--- src/rtl/mdu_pkg.sv ---
// Shared types and opcode helpers for the iterative multiply/divide unit.
package mdu_pkg;

    typedef enum logic [2:0] {
        MULT  = 3'd0,
        MULTU = 3'd1,
        DIV   = 3'd2,
        DIVU  = 3'd3,
        MTHI  = 3'd4,
        MTLO  = 3'd5
    } mdu_op_t;

    typedef enum logic [1:0] {
        IDLE,
        PREP,
        RUN,
        FIX
    } mdu_state_t;

    function automatic logic op_is_muldiv(input logic [2:0] op);
        return (op == MULT) || (op == MULTU) || (op == DIV) || (op == DIVU);
    endfunction

    function automatic logic op_is_signed(input logic [2:0] op);
        return (op == MULT) || (op == DIV);
    endfunction

    function automatic logic op_is_div(input logic [2:0] op);
        return (op == DIV) || (op == DIVU);
    endfunction

endpackage

--- src/rtl/alu_muldiv_if.sv ---
// Request/result bundle between the EX-stage controller and the multiply/divide unit.
interface alu_muldiv_if #(
    parameter int WIDTH = 32
);
    logic             start;
    logic [2:0]       op;
    logic [WIDTH-1:0] a;
    logic [WIDTH-1:0] b;
    logic             abort;
    logic             busy;
    logic             done;
    logic [WIDTH-1:0] hi;
    logic [WIDTH-1:0] lo;
    logic             lo_zero;

    modport master (
        output start, op, a, b, abort,
        input  busy, done, hi, lo, lo_zero
    );

    modport slave (
        input  start, op, a, b, abort,
        output busy, done, hi, lo, lo_zero
    );
endinterface

--- src/rtl/mdu_step.sv ---
// One iteration of the datapath: shift-add multiply step or restoring-divide step.
module mdu_step #(
    parameter int WIDTH = 32
) (
    input  logic               i_is_div,
    input  logic [2*WIDTH-1:0] i_acc,
    input  logic [WIDTH-1:0]   i_opnd,
    output logic [2*WIDTH-1:0] o_acc
);
    logic [WIDTH:0]   w_sum;
    logic [WIDTH:0]   w_rem_sh;
    logic [WIDTH-1:0] w_sub;
    logic             w_ge;

    // acc holds {partial product, multiplier} or {remainder, dividend/quotient}
    always_comb begin
        w_sum    = {1'b0, i_acc[2*WIDTH-1:WIDTH]} + (i_acc[0] ? {1'b0, i_opnd} : '0);
        w_rem_sh = i_acc[2*WIDTH-1:WIDTH-1];
        w_ge     = (w_rem_sh >= {1'b0, i_opnd});
        w_sub    = w_rem_sh[WIDTH-1:0] - i_opnd;
        if (i_is_div) begin
            if (w_ge) begin
                o_acc = {w_sub, i_acc[WIDTH-2:0], 1'b1};
            end else begin
                o_acc = {w_rem_sh[WIDTH-1:0], i_acc[WIDTH-2:0], 1'b0};
            end
        end else begin
            o_acc = {w_sum, i_acc[WIDTH-1:1]};
        end
    end
endmodule

--- src/rtl/alu_muldiv.sv ---
// Iterative MULT/MULTU/DIV/DIVU unit with architectural HI/LO and MTHI/MTLO writes.
// state | meaning: IDLE wait for start | PREP take magnitudes, load count | RUN one bit per cycle | FIX sign-correct, write HI/LO
module alu_muldiv
    import mdu_pkg::*;
#(
    parameter int WIDTH = 32
) (
    input logic         clk,
    input logic         rst_n,
    alu_muldiv_if.slave bus
);
    localparam int CW = $clog2(WIDTH + 1);

    mdu_state_t         r_state;
    mdu_state_t         w_next;
    logic [2:0]         r_op;
    logic [WIDTH-1:0]   r_a;
    logic [WIDTH-1:0]   r_b;
    logic [WIDTH-1:0]   r_opnd;
    logic [2*WIDTH-1:0] r_acc;
    logic [CW-1:0]      r_cnt;
    logic               r_neg_q;
    logic               r_neg_r;
    logic               r_done;
    logic [WIDTH-1:0]   r_hi;
    logic [WIDTH-1:0]   r_lo;

    logic               w_accept_md;
    logic               w_accept_mt;
    logic               w_write;
    logic               w_is_div;
    logic               w_sa;
    logic               w_sb;
    logic [WIDTH-1:0]   w_abs_a;
    logic [WIDTH-1:0]   w_abs_b;
    logic [2*WIDTH-1:0] w_step_acc;
    logic [2*WIDTH-1:0] w_prod;
    logic [WIDTH-1:0]   w_q;
    logic [WIDTH-1:0]   w_r;
    logic [WIDTH-1:0]   w_fix_hi;
    logic [WIDTH-1:0]   w_fix_lo;

    mdu_step #(.WIDTH(WIDTH)) u_step (
        .i_is_div (w_is_div),
        .i_acc    (r_acc),
        .i_opnd   (r_opnd),
        .o_acc    (w_step_acc)
    );

    always_comb begin
        w_next      = r_state;
        w_accept_md = 1'b0;
        w_accept_mt = 1'b0;
        w_write     = 1'b0;
        case (r_state)
            IDLE: begin
                if (bus.start && !bus.abort) begin
                    if (op_is_muldiv(bus.op)) begin
                        w_accept_md = 1'b1;
                        w_next      = PREP;
                    end else if ((bus.op == MTHI) || (bus.op == MTLO)) begin
                        w_accept_mt = 1'b1;
                    end
                end
            end
            PREP:    w_next = bus.abort ? IDLE : RUN;
            RUN: begin
                if (bus.abort) begin
                    w_next = IDLE;
                end else if (r_cnt == CW'(1)) begin
                    w_next = FIX;
                end
            end
            FIX: begin
                w_next  = IDLE;
                w_write = !bus.abort;
            end
            default: w_next = IDLE;
        endcase
    end

    always_comb begin
        w_is_div = op_is_div(r_op);
        w_sa     = op_is_signed(r_op) & r_a[WIDTH-1];
        w_sb     = op_is_signed(r_op) & r_b[WIDTH-1];
        w_abs_a  = w_sa ? -r_a : r_a;
        w_abs_b  = w_sb ? -r_b : r_b;
        w_prod   = r_neg_q ? -r_acc : r_acc;
        w_q      = r_acc[WIDTH-1:0];
        w_r      = r_acc[2*WIDTH-1:WIDTH];
        if (w_is_div) begin
            // a zero divisor leaves remainder = |a|; re-signing it by the dividend recovers a
            w_fix_lo = (r_opnd == '0) ? '1 : (r_neg_q ? -w_q : w_q);
            w_fix_hi = r_neg_r ? -w_r : w_r;
        end else begin
            {w_fix_hi, w_fix_lo} = w_prod;
        end
    end

    always_ff @(posedge clk or negedge rst_n) begin
        if (!rst_n) begin
            r_state <= IDLE;
            r_op    <= '0;
            r_a     <= '0;
            r_b     <= '0;
            r_opnd  <= '0;
            r_acc   <= '0;
            r_cnt   <= '0;
            r_neg_q <= 1'b0;
            r_neg_r <= 1'b0;
            r_done  <= 1'b0;
            r_hi    <= '0;
            r_lo    <= '0;
        end else begin
            r_state <= w_next;
            r_done  <= w_write;
            if (w_accept_md) begin
                r_op <= bus.op;
                r_a  <= bus.a;
                r_b  <= bus.b;
            end
            if (w_accept_mt) begin
                if (bus.op == MTHI) begin
                    r_hi <= bus.a;
                end else begin
                    r_lo <= bus.a;
                end
            end
            if (r_state == PREP) begin
                r_cnt   <= CW'(WIDTH);
                r_neg_q <= w_sa ^ w_sb;
                r_neg_r <= w_sa;
                if (w_is_div) begin
                    r_opnd <= w_abs_b;
                    r_acc  <= {{WIDTH{1'b0}}, w_abs_a};
                end else begin
                    r_opnd <= w_abs_a;
                    r_acc  <= {{WIDTH{1'b0}}, w_abs_b};
                end
            end
            if (r_state == RUN) begin
                r_acc <= w_step_acc;
                r_cnt <= r_cnt - 1'b1;
            end
            if (w_write) begin
                r_hi <= w_fix_hi;
                r_lo <= w_fix_lo;
            end
        end
    end

    assign bus.busy    = (r_state != IDLE);
    assign bus.done    = r_done;
    assign bus.hi      = r_hi;
    assign bus.lo      = r_lo;
    assign bus.lo_zero = (r_lo == '0);
endmodule
--- src/flat_wrapper.sv ---
// flat-port wrapper written by rule: the top's interface ports become plain ports
module alu_muldiv_flat import mdu_pkg::*;
#(
    parameter int WIDTH = 32
)
  (clk, rst_n, bus_start, bus_op, bus_a, bus_b, bus_abort, bus_busy, bus_done, bus_hi, bus_lo, bus_lo_zero);
  alu_muldiv_if #(.WIDTH(WIDTH)) bus_i ();
  input logic clk;
  input logic rst_n;
  input wire logic [$bits(bus_i.start)-1:0] bus_start;
  input wire logic [$bits(bus_i.op)-1:0] bus_op;
  input wire logic [$bits(bus_i.a)-1:0] bus_a;
  input wire logic [$bits(bus_i.b)-1:0] bus_b;
  input wire logic [$bits(bus_i.abort)-1:0] bus_abort;
  output wire logic [$bits(bus_i.busy)-1:0] bus_busy;
  output wire logic [$bits(bus_i.done)-1:0] bus_done;
  output wire logic [$bits(bus_i.hi)-1:0] bus_hi;
  output wire logic [$bits(bus_i.lo)-1:0] bus_lo;
  output wire logic [$bits(bus_i.lo_zero)-1:0] bus_lo_zero;
  assign bus_i.start = bus_start;
  assign bus_i.op = bus_op;
  assign bus_i.a = bus_a;
  assign bus_i.b = bus_b;
  assign bus_i.abort = bus_abort;
  assign bus_busy = bus_i.busy;
  assign bus_done = bus_i.done;
  assign bus_hi = bus_i.hi;
  assign bus_lo = bus_i.lo;
  assign bus_lo_zero = bus_i.lo_zero;
  alu_muldiv #(.WIDTH(WIDTH)) u_core (.clk(clk), .rst_n(rst_n), .bus(bus_i));
endmodule
--- config.mk ---
export PLATFORM = sky130hd
export DESIGN_NAME = alu_muldiv_flat
export DESIGN_NICKNAME = d
export VERILOG_FILES = /design/src/rtl/mdu_pkg.sv /design/src/rtl/alu_muldiv_if.sv /design/src/rtl/mdu_step.sv /design/src/rtl/alu_muldiv.sv /design/src/flat_wrapper.sv
export SDC_FILE = /design/constraint.sdc
export NUM_CORES = 1
export LEC_CHECK = 0
export CORE_UTILIZATION = 45
export DETAILED_ROUTE_END_ITERATION = 8
export GPL_TIMING_DRIVEN = 0
export PLACE_DENSITY = 0.67
export RECOVER_POWER = 50
export REMOVE_ABC_BUFFERS = 1
export SYNTH_ARGS = -nofsm -noshare
export SYNTH_HDL_FRONTEND = slang
export SYNTH_SLANG_ARGS = --single-unit
--- constraint.sdc ---
create_clock -name clk -period 3.1 [get_ports clk]
set_input_delay 0.62 -clock clk [delete_from_list [all_inputs] [get_ports clk]]
set_output_delay 0.62 -clock clk [all_outputs]
set_load 0.005 [all_outputs]
==> Yosys cells after proc, flatten, opt, wreduce, memory -nomap -nowiden <==
Index checks and enable logic that the tools add are counted.
W data, S select, Z words.
{ "word_totals": {"ff_bits": 238, "latch_bits": 0, "ram_bits": 0, "rom_bits": 0, "in_bits": 71, "output_inout_bits": 67, "elab_cells": 96, "mem_count": 0} }
{ "classes": {"n_addsub": 8, "multipliers": 0, "div_mod_pow": 0, "order_cmp": 1, "eq_ne": 15, "shifts": 0, "muxes": 37, "n_bitwise": 3, "n_reduce_logical": 20} }
{ "op_table": {"columns": ["cell", "n"], "rows": [
  ["$mux W32", 16],
  ["$mux W64", 5],
  ["$neg A32 Y32", 4],
  ["$logic_not A32 Y1", 2],
  ["$neg A64 Y64", 1],
  ["$add A32 B33 Y33", 1],
  ["$ge A33 B32 Y1", 1],
  ["$sub A32 B32 Y32", 1],
  ["$eq A3 B2 Y1 const B", 4],
  ["$mux W6", 2],
  ["$mux W2", 5],
  ["$mux W1", 8],
  ["$pmux W2 S4", 1],
  ["$reduce_bool A2 Y1", 4],
  ["$eq A3 B3 Y1 const B", 2],
  ["$eq A6 B1 Y1 const B", 1],
  ["$logic_not A3 Y1", 2],
  ["$logic_or A1 B1 Y1", 6],
  ["$ne A2 B1 Y1 const B", 3],
  ["$sub A6 B1 Y6 const B", 1],
  ["$eq A2 B2 Y1 const B", 2],
  ["$reduce_and A2 Y1", 2],
  ["$eq A3 B1 Y1 const B", 1],
  ["$ne A3 B2 Y1 const B", 1],
  ["7 further kinds", 8]
]} }

==> Depth between registers and ports, before layout <==
{ "depth": {"ltp_word": 9, "depth_mapped": 15, "depth_no_buf": 14} }

==> Hierarchy <==
From an unflattened synthesis, not the netlist that was laid out.
{ "unflattened": {"cells_unflattened": 2232, "hier_area_um2": 18761.7} }
{ "modules_own_cells": {"columns": ["mod", "instances", "cells_each", "area_each_um2", "seq_area_each_um2"], "rows": [
  ["alu_muldiv", 1, 1561, 14063.5, 5955.7],
  ["mdu_step", 1, 671, 4698.3, 0.0]
]} }

==> Worst setup path after synthesis <==
No wires, ideal clock.
{ "synth_timing": {"path_kind": "flip-flop to flip-flop", "start": "register u_core.r_acc[0]", "end": "register u_core.r_acc[58]", "setup_ns": 0.126, "arrival_ns": 2.977, "required_time_ns": 2.974, "slack_ns": -0.003, "stages_incl_launch_ff": 15, "n_path_buf": 2, "synth_period_minus_slack_ns": 3.103, "cell_sequence": "dfrtp_1 inv_1 clkbuf_1 nor2_1 ha_1 clkbuf_1 and2_1 a311oi_1 a21oi_1 a211oi_2 o21ai_0 nand2b_1 a21oi_1 xnor2_1 a221o_1"} }
{ "synth_via": {"elab_chain_cells": 4} }
{ "synth_rtl": {"columns": ["item", "line", "rtl"], "rows": [
  ["start, declared", "alu_muldiv.sv:20", "logic [2*WIDTH-1:0] r_acc;"],
  ["start signal, assigned", "alu_muldiv.sv:135", "r_acc <= {{WIDTH{1'b0}}, w_abs_a};"],
  ["start signal, assigned", "alu_muldiv.sv:138", "r_acc <= {{WIDTH{1'b0}}, w_abs_b};"],
  ["start signal, assigned", "alu_muldiv.sv:142", "r_acc <= w_step_acc;"],
  ["$mux W32", "mdu_step.sv:17", "w_sum = {1'b0, i_acc[2*WIDTH-1:WIDTH]} + (i_acc[0] ? {1'b0, i_opnd} : '0);"],
  ["$add A32 B33 Y33", "mdu_step.sv:17", null],
  ["$mux W64", "mdu_step.sv:21", "if (i_is_div) begin"],
  ["$mux W64", "alu_muldiv.sv:141", "if (r_state == RUN) begin"]
]} }
Every way passes these cells.
A chain may end at the register's enable or synchronous reset.

==> Worst setup path after layout <==
Same ends and word-level chain as after synthesis.

==> results.cfg <==
[power_and_ir_drop]
p_per_area_nw_per_um2 = 1180
combPwrFrac_pct = 62.7
total_power_mw = 26.6
switching_share_pct = 48.2
p_seq_share_pct = 24.8
ir_drop_mv = 0.920
p_leak_nw = 9.61
p_int_mw = 13.8
p_switching_mw = 12.8
clkPwrFrac_pct = 12.5

[setup_path]
cpMostUsedCell = buf_12
critPathTopFamily = compound AO/OA/AOI/OAI gates
crit_chain = clkinvlp_4, buf_6, buf_12, nor2_4, ha_4, a21oi_2, o311ai_1, a21o_1, buf_12, a211oi_4, o21ai_2, nand2b_4, a21oi_1, xnor2_1, a221o_1
path_buf_inv = 4
cpMaxStageDelayCell = dfrtp_2
cpPeakStageDelay_ps = 450
critPathKind = reg -> reg
endpoint_kind = flop
cp.arrival_ps = 3590
crit_fanout = 6
required_ps = 3550
critPathLaunchType = flop

[routing]
wire_per_inst_um = 22.3
dr.first_iter.drc_count = 1685
route.vias.total = 17200
finalWirelength_um = 62000
detail-route-antenna-nets = 0
viasPerCell = 6.19
firstDrtPassIters = 5
drc_errors = 0

[clocking]
cts_root_buf = clkbuf_16
path_clk_slew_ps = 60
cts_hold_buf = 0
cts_tree = built
cts_max_level = 1
cts_buffers = 27
cts.sinks = 238
clockBufferDepth = 3
clkLatencyLatePin_ps = 580

[timing]
fin_skew_ps = 37.7
rsz0062_at_grt = yes
period_share_pct = 101
hold_viol = 0
period_minus_slack_ps = 3140
report.final.slew_viol_count = 119
tightest_slew_ps = 2660
max_freq_mhz = 318
finalSetupViolCount = 6
finalWorstSetupSlack_ps = -43.9
slew-limit-headroom_pct = -77.2

[final_layout]
syn2layout_area_growth_pct = 28.2
seq_area_sq_um = 6000
drive_above_1_share_pct = 21.6
antenna_cells = 0
nNetsFinal = 2392
multi_input_area_sq_um = 12100
fillCellCount = 3318

[place]
dp_slack_ps = -1220
numPortBuffers = 137
place_congestion = 0.960
place_hpwl_um = 42600

[hold_path]
hp-class = reg -> reg

[global_routing]
grt_max_degree = 98
gr-total-overflow = 0
grt_antenna_before_repair = 0
grt_pass1_vias = 16000
grt_use_total_pct = 30.1
grt_pass1_wl_um = 92600

[die]
ios = 138
fp.coreArea_sq_um = 38600
die_h_um = 200
dieArea_sq_um = 40000
initial_core_util_pct = 45.6
rows = 72
chipWidth_um = 200

[yosys]
synth_enable_flop_cells = 0
synthTopCellsByArea = dfrtp_1 34%, ha_1 5.2%, mux2i_1 4.6%
netlist.area_leader.share_pct = 33.8
yosys_warnings = 0
synth_top_cell_by_area = dfrtp_1
synth.avg_cell_area_sq_um = 8.54
synth_commonest_cells = 238 x dfrtp_1, 213 x nand2_1, 191 x nor2_1
synthArstFlopShare_pct = 100
synth_most_common_cell = dfrtp_1
ys_seq_area_share_pct = 33.8
synth-seq-cells = 238
yosys.cell_types.count = 85
syn-instance-count = 2067
synth_flop_cell = dfrtp_1
mappedNetlistArea_sq_um = 17600

[status]
status = finished with violations
violations = max-capacitance violations, max-slew violations, negative setup slack

[flow_run]
drv_cap = 2
timing repair:
action	CTS	global route
setup endpoints to repair	65	116
hold endpoints to repair	0	0
gates cloned	6	2
pin swaps	43	63
gates resized for setup	119	154
setup buffers	48	65
per-stage QoR:
| step | cell area, sq um | utilization [%] | instances | hold WS (ps) | setup TNS [ps] |
|---|---|---|---|---|---|
| detailed placement | 19500 | 50.5 | 2613 | 521 | -52270 |
| floorplan | 17100 | - | 1940 | 324 | -389200 |
| global placement | 19100 | 49.5 | 2595 | 506 | -3150520 |
| global route | 22600 | 58.5 | 2782 | 571 | -3110 |
| finish | 22600 | 58.5 | 2782 | 537 | -133 |
| CTS | 21400 | 55.5 | 2715 | 136 | -28.1 |
path summary, 6_finish.rpt:
kind	from	to	slack, ps	cells after the start
worst min-delay path	u_core.r_cnt[2]$_DFFE_PN0P_	u_core.r_cnt[2]$_DFFE_PN0P_	540	1
worst min register to register	u_core.r_cnt[2]$_DFFE_PN0P_	u_core.r_cnt[2]$_DFFE_PN0P_	540	1
worst max register to register	u_core.r_acc[0]$_DFFE_PN0P_	u_core.r_acc[58]$_DFFE_PN0P_	-40	15
max in group asynchronous	rst_n	u_core.r_acc[59]$_DFFE_PN0P_	470	1
min in group asynchronous	rst_n	u_core.r_acc[36]$_DFFE_PN0P_	890	1
worst max-delay path	u_core.r_acc[0]$_DFFE_PN0P_	u_core.r_acc[58]$_DFFE_PN0P_	-40	15
cells by family (layout without fill, tap and decap cells):
kind of cell	after synthesis	after routing	share of synthesized area (%)
AND/OR/NAND/NOR	613	613	16.1
AO/OA/AOI/OAI	611	616	22.4
flip-flops	238	238	33.8
buffers and inverters	208	400	4.70
XOR/XNOR	173	173	8.59
multiplexers	148	148	9.00
adder cells (fa/ha/maj)	76	76	5.48
layer usage:
metal  up-vias  routed length, um  share of wire (%)  GRT usage (%)
met3       145               4370                7.0           4.23
met2       718              28400                 46           47.5
met4         0               2430                3.9           11.5
met1      8540              26800                 43           41.7
met5         -                  0                  0              0
li1       7822                  -                  -              -
area by class of cell:
class,count,area share (%)
Clock buffer,37,3.51
Timing Repair Buffer,269,11.9
Tap cell,518,2.86
Multi-Input combinational cell,1626,53.3
Clock inverter,11,0.481
Timing Repair inverter,2,0.0553
Sequential cell,238,26.5
Inverter,81,1.42
registers in the layout, summed over array words and instances (netlist names), 2 cells and up:
name and flops:
u_core.bus.hi 32, u_core.bus.lo 32, u_core.r_a 32, u_core.r_acc 64, u_core.r_b 32, u_core.r_cnt 6
u_core.r_op 3, u_core.r_opnd 32, u_core.r_state 2
power groups by stage:
stage / sequential [mW] / combinational (mW) / clock [mW]
2_1_floorplan: 5.82 / 9.66 / 0
3_3_place_gp: 6.36 / 13.2 / 0
3_5_place_dp: 6.40 / 13.9 / 0
4_1_cts: 6.44 / 15.1 / 3.36
5_1_grt: 6.74 / 18.0 / 3.47
6_report: 6.59 / 16.7 / 3.34
cell usage in the layout (no fill, tap or decap), types with 17 or more instances in the layout:
cell type / netlist / layout
a211oi_1: 43 / 41
dfrtp_1: 238 / 203
buf_4: 1 / 104
dlygate4sd3_1: 0 / 21
ha_1: 74 / 36
a21oi_1: 159 / 141
xnor2_1: 81 / 78
nand4_1: 17 / 17
inv_1: 78 / 60
mux2i_1: 81 / 81
clkbuf_16: 0 / 27
clkdlybuf4s50_1: 0 / 115
nor3_1: 36 / 26
a22oi_1: 27 / 27
nor4_1: 29 / 18
mux2_2: 65 / 65
dfrtp_2: 0 / 35
nand3_1: 25 / 24
nand2_1: 213 / 210
ha_4: 0 / 30
a21o_1: 27 / 27
xor2_1: 92 / 92
o21ai_0: 154 / 141
nor2_1: 191 / 169
o31ai_1: 23 / 22
o211ai_1: 40 / 40
(Power assumes the default switching activity.)
